File: src/rtl/inst_sequencer.sv
// Two-phase instruction sequencer: fetches a 30-bit word, then executes it against
// the acc/dat registers, an external ALU and a test flag, with an optional timed sleep.
module inst_sequencer #(
  parameter int unsigned LAST_PC = 13
) (
  input  logic        clk,
  input  logic        rst,
  output logic [3:0]  prog_addr,
  input  logic [29:0] prog_data,
  input  logic [10:0] in_p0,
  output logic [3:0]  alu_inst,
  output logic [10:0] alu_arg1,
  output logic [10:0] alu_arg2,
  output logic [10:0] alu_acc,
  input  logic [10:0] alu_out,
  output logic [10:0] acc_q,
  output logic [10:0] dat_q,
  output logic        flag_q,
  output logic        flag_vld
);

  // state | meaning
  // FETCH | present PC to program memory
  // EXEC  | decode prog_data, write back registers, update PC
  // SLEEP | idle until the sleep counter reaches zero
  typedef enum logic [1:0] {
    FETCH = 2'd0,
    EXEC  = 2'd1,
    SLEEP = 2'd2
  } state_t;

  state_t      state, state_nxt;
  logic [3:0]  pc, pc_nxt, pc_inc;
  logic [10:0] acc, acc_nxt, dat, dat_nxt;
  logic [10:0] slp_cnt, slp_cnt_nxt;
  logic        flag, flag_nxt, vld, vld_nxt;
  logic        run;
  logic [3:0]  alu_op;

  logic [1:0]  cond;
  logic [3:0]  op;
  logic        a1_reg, a2_reg;
  logic [10:0] a1, a2, arg1, arg2;

  assign cond   = prog_data[29:28];
  assign op     = prog_data[27:24];
  assign a1_reg = prog_data[23];
  assign a1     = prog_data[22:12];
  assign a2_reg = prog_data[11];
  assign a2     = prog_data[10:0];

  function automatic logic [10:0] operand(input logic        is_reg,
                                          input logic [10:0] field,
                                          input logic [10:0] acc_v,
                                          input logic [10:0] dat_v,
                                          input logic [10:0] port_v);
    logic [10:0] val;
    val = field;
    if (is_reg) begin
      case (field[1:0])
        2'd0:    val = acc_v;
        2'd1:    val = dat_v;
        2'd2:    val = port_v;
        default: val = 11'd0;
      endcase
    end
    return val;
  endfunction

  assign arg1   = operand(a1_reg, a1, acc, dat, in_p0);
  assign arg2   = operand(a2_reg, a2, acc, dat, in_p0);
  assign pc_inc = (pc == 4'(LAST_PC)) ? 4'd0 : pc + 4'd1;
  assign alu_op = (op >= 4'd5 && op <= 4'd8) ? op : 4'd0;

  always_comb begin
    case (cond)
      2'd0:    run = 1'b1;
      2'd1:    run = vld & flag;
      2'd2:    run = vld & ~flag;
      default: run = 1'b0;
    endcase
  end

  always_comb begin
    state_nxt   = state;
    pc_nxt      = pc;
    acc_nxt     = acc;
    dat_nxt     = dat;
    flag_nxt    = flag;
    vld_nxt     = vld;
    slp_cnt_nxt = slp_cnt;
    case (state)
      FETCH: state_nxt = EXEC;
      EXEC: begin
        state_nxt = FETCH;
        pc_nxt    = pc_inc;
        if (run) begin
          case (op)
            4'd1: acc_nxt = arg1;
            4'd2: dat_nxt = arg1;
            // Out-of-range or negative targets restart the program.
            4'd3: pc_nxt = (arg1[10] || arg1[9:0] > 10'(LAST_PC)) ? 4'd0 : arg1[3:0];
            4'd4: begin
              if (!arg1[10] && arg1 != 11'd0) begin
                slp_cnt_nxt = arg1 - 11'd1;
                state_nxt   = SLEEP;
              end
            end
            4'd5, 4'd6, 4'd7, 4'd8: acc_nxt = alu_out;
            4'd9: begin
              acc_nxt = dat;
              dat_nxt = acc;
            end
            4'd12: begin
              flag_nxt = (arg1 == arg2);
              vld_nxt  = 1'b1;
            end
            4'd13: begin
              flag_nxt = ($signed(arg1) > $signed(arg2));
              vld_nxt  = 1'b1;
            end
            4'd14: begin
              flag_nxt = ($signed(arg1) < $signed(arg2));
              vld_nxt  = 1'b1;
            end
            default: ;
          endcase
        end
      end
      SLEEP: begin
        if (slp_cnt == 11'd0) state_nxt = FETCH;
        else                  slp_cnt_nxt = slp_cnt - 11'd1;
      end
      default: state_nxt = FETCH;
    endcase
  end

  always_ff @(posedge clk) begin
    if (rst) begin
      state   <= FETCH;
      pc      <= 4'd0;
      acc     <= 11'd0;
      dat     <= 11'd0;
      flag    <= 1'b0;
      vld     <= 1'b0;
      slp_cnt <= 11'd0;
    end else begin
      state   <= state_nxt;
      pc      <= pc_nxt;
      acc     <= acc_nxt;
      dat     <= dat_nxt;
      flag    <= flag_nxt;
      vld     <= vld_nxt;
      slp_cnt <= slp_cnt_nxt;
    end
  end

  // Gate with rst so outputs read as reset values even before the first reset edge.
  assign prog_addr = rst ? 4'd0 : pc;
  assign alu_inst  = (!rst && state == EXEC) ? alu_op : 4'd0;
  assign alu_arg1  = (!rst && state == EXEC) ? arg1 : 11'd0;
  assign alu_arg2  = (!rst && state == EXEC) ? arg2 : 11'd0;
  assign alu_acc   = acc;
  assign acc_q     = acc;
  assign dat_q     = dat;
  assign flag_q    = flag;
  assign flag_vld  = vld;

endmodule

File: config.mk
export PLATFORM = sky130hd
export DESIGN_NAME = inst_sequencer
export DESIGN_NICKNAME = d
export VERILOG_FILES = /design/src/rtl/inst_sequencer.sv
export SDC_FILE = /design/constraint.sdc
export NUM_CORES = 1
export LEC_CHECK = 0
export ABC_CLOCK_PERIOD_IN_PS = 4200
export BUFFER_PORTS_ARGS = -buffer_cell sky130_fd_sc_hd__buf_2
export CAP_MARGIN = 15
export CELL_PAD_IN_SITES_DETAIL_PLACEMENT = 1
export CELL_PAD_IN_SITES_GLOBAL_PLACEMENT = 1
export CORE_MARGIN = 1
export CORE_UTILIZATION = 37
export DETAILED_ROUTE_END_ITERATION = 10
export MAX_ROUTING_LAYER = met4
export PLACE_DENSITY = 0.8
export SLEW_MARGIN = 10
export SYNTH_ARGS = -nofsm -noshare
export SYNTH_HDL_FRONTEND = slang
export SYNTH_SLANG_ARGS = --single-unit
File: constraint.sdc
create_clock -name clk -period 4.2 [get_ports clk]
set_clock_uncertainty 0.1 [all_clocks]
set_input_delay 0.84 -clock clk [delete_from_list [all_inputs] [get_ports clk]]
set_output_delay 0.84 -clock clk [all_outputs]
set_load 0.02 [all_outputs]
==> metrics.md <==
| Metric | Value |
|---|---|
| Reg2reg start | state[0] |
| Ys async rst share | 0% |
| Sw Share | a little under two fifths |
| Commonest cells post-synth | nor2_1 (76), o21ai_0 (45), dfxtp_1 (41), nand2_1 (36), clkbuf_1 (30) |
| Filler Cell Count | roughly 1300 |
| DP HPWL | around 11 mm |
| Count leader, synth | nor2_1 |
| Synth area leader | dfxtp_1 |
| Main synth FF type | dfxtp_1 |
| Layout area overhead | 17.99% |
| Worst slew margin | a little under a third |
| Detailed Route Iter0 Violations | 167 |
| Vias in the first global route | 4235 |
| Pwr per Cell Area | 222.3 nW/um^2 |
| VDD IR-drop max | approximately 0.00011 V |
| Fmax | 274.4 MHz |
| Initial Util | 38.39% |
| Area of the core | 9819 um^2 |
| Cell Chain, Critical Path | buf_2 > nor2b_1 > nand2_1 > o211ai_1 > o21ai_0 > ha_1 > and4_1 > a2111oi_0 > a31oi_1 > mux2i_1 > a221oi_1 |
| I/O pins | around 120 |
| NetSw | 0.3641 mW |
| Synthesized area | around 3800 um^2 |
| CP endpoint kind | flip-flop |
| Tmin final | 3.645 ns |
| Layout cells sized above 1 | 25.37% |
| Antenna cells | 0 |
| Clk slew on worst S/H paths | 0.08 ns |
| Hold Buf Count CTS | 0 |
| Register area share after synthesis | 21.77% |
| TritonRoute pass-1 iters | 5 |
| Kind of cell with the highest combined delay on the critical path | compound AO/OA/AOI/OAI gates |
| Synth cell types | 60 |
| Worst Setup SP | prog_data[0] |
| Power Internal | 0.6246 mW |
| Die Area | 10600 um^2 |
| CTS H-tree lvls | 2 |
| Crit-path max cell delay | 0.63 ns |
| Worst reg2reg setup slack | 1.19 ns |
| Worst setup endpoint | flag_q |
| FF-to-FF path depth | 8 |
| Tot GR Track Use | 27.88% |
| Power Total | about 0.99 mW |
| Clock group share of total power | 27.6% |
| Worst slew pin tran | 1.046 ns |
| Avg WL per Cell | between 15 and 20 um |
| CTS tree | built |
| Total length of routed wires | 14.35 mm |
| Hold Fails Final Rpt | 0 |
| Top area cells in the synthesized netlist | dfxtp_1 (22%), nor2_1 (7.6%), mux2i_1 (6.4%) |
| Cells after synthesis | between 500 and 600 |
| Status | finished clean |
| GR Overflow Total | 0 |
| Die X | a little over 100 um |
| Post-synth top area share | 21.77% |
| Bufs and invs on worst path | 1 |
| Yosys reg bits | 41 |
| Maximum clock insertion buffer count | 2 |
| CTS buffer count | 5 |
| Worst hold path type | flip-flop to flip-flop |
| Number of antenna violations at the first check in global routing | 0 |
| DRC violations left | 0 |
| Post-route clock period utilization | 86.78% |
| GP Congestion | about 0.91 |
| First-pass GRT wire length | roughly 22 mm |
| RR Endpoint | slp_cnt[8] |
| Routed Antenna Nets | 0 |
| CP Launch Type | input pin |
| # resized after CTS | 0 |
| Vias per Instance | around 6.0 |
| CP Depth | 11 |
| Worst skew pair latency | around 0.3 ns |
| Slowest-stage cell, CP | nor2b_1 |
| Post-CTS setup buffer count | 0 |
| Final setup vio count | 0 |
| Port bufs | 118 |
| Post-synthesis net count | slightly below 600 |
| Vias | 4447 |
| Final Max Tran Viols | 0 |
| Setup Crit Path Kind | input pin to flip-flop |
| Maxcap violations | 0 |
| RSZ-0062 raised after global routing | no |
| Worst EP arrival | 3.75 ns |
| CP max FO | 14 |
| Die Y | roughly 100 um |
| Lkg Pwr | 1.910 nW |
| Warnings, synthesis | 0 |
| Setup TNS | 0 ns |
| CTS sink count | 41 |
| Seq pwr share | approximately 40% |
| Num rows | 36 |
| Worst path required time | 4.30 ns |
| Logic pwr share | 31.3% |
| Root buf cell | clkbuf_8 |
| Post-synth EDFFs | 0 |
| Largest net degree at the start of global routing | 46 |
| Syn avg cell area | just over 7 um^2 |
| Final nets | 679 |
## area by class of cell
| type | instances | area [um^2] | share of cell area [%] |
|---|---|---|---|
| inverters | 24 | 90.09 | 2.025 |
| repair buffers | 131 | 688.2 | 15.47 |
| clock buffers | 5 | 68.82 | 1.547 |
| multi-input cells | 407 | 2596 | 58.37 |
| clock inverters | 3 | 17.52 | 0.3938 |
| flip-flops and latches | 41 | 820.8 | 18.45 |
| well taps | 133 | 166.4 | 3.741 |
## metrics by stage
stage / worst slack, ns / std cells / instance area [um^2] / hold WS, ns / utilization [%]
after CTS: 0.6148 / 744 / 4448 / 0.3716 / 45.30
after global routing: 0.3396 / 744 / 4448 / 0.3883 / 45.30
after floorplan: 0.7305 / 522 / 3770 / 0.3266 / -
final: 0.5554 / 744 / 4448 / 0.3670 / 45.30
after global placement: 0.4078 / 736 / 4362 / 0.3443 / 44.42
after detailed placement: 0.3269 / 736 / 4362 / 0.3560 / 44.42
## state kept, by name (all words and copies together) (netlist names)
name and cells:
dat_q 11, pc 4, flag_vld 1, flag_q 1, slp_cnt 11, state 2
acc_q 11
## how the worst min path moves through the flow
stage,depth (start not counted),slack [ns],from,to
4_1_cts,1,0.37,state[0],state[0]
3_3_place_gp,1,0.34,state[0],state[0]
2_1_floorplan,1,0.33,state[0],state[0]
5_1_grt,1,0.39,state[0],state[0]
3_5_place_dp,1,0.36,state[0],state[0]
6_report,1,0.37,state[0],state[0]
## logic make-up after synthesis
family                   Yosys count  share of synthesized area [%]
flip-flops                        41                          21.77
buffers and inverters             74                          9.492
multiplexers                      26                          7.069
XOR/XNOR                           1                         0.2324
AO/OA/AOI/OAI                    168                          30.37
AND/OR/NAND/NOR                  197                          26.09
adder cells (fa/ha/maj)           15                          4.978
## metal layers
metal,vias to the layer above,wire [um],track usage [%],part of all wire (%)
met1,2170,6247,35.71,44
li1,2073,-,-,-
met3,19,843,2.847,5.9
met5,-,0,-,0
met4,0,188,6.501,1.3
met2,185,7067,47.13,49
## cells in the final DEF, fill, tap and decap left out, types with 15 or more instances in the layout
cell,netlist,final
ha_1,15,15
inv_1,22,22
dfxtp_1,41,41
mux2i_1,24,24
nor2_1,76,76
o211ai_1,21,21
a21oi_1,26,26
nor2b_1,18,18
nand2_1,36,36
o21ai_0,45,45
buf_2,4,118
## power by group through the flow
| stage | clock [mW] | combinational [mW] | sequential [mW] |
|---|---|---|---|
| final | 0.273 | 0.309 | 0.407 |
| after global routing | 0.288 | 0.336 | 0.408 |
| after CTS | 0.276 | 0.307 | 0.407 |
| after detailed placement | 0 | 0.305 | 0.416 |
| after global placement | 0 | 0.294 | 0.415 |
| after floorplan | 0 | 0.198 | 0.415 |
(Power assumes the default switching activity.)
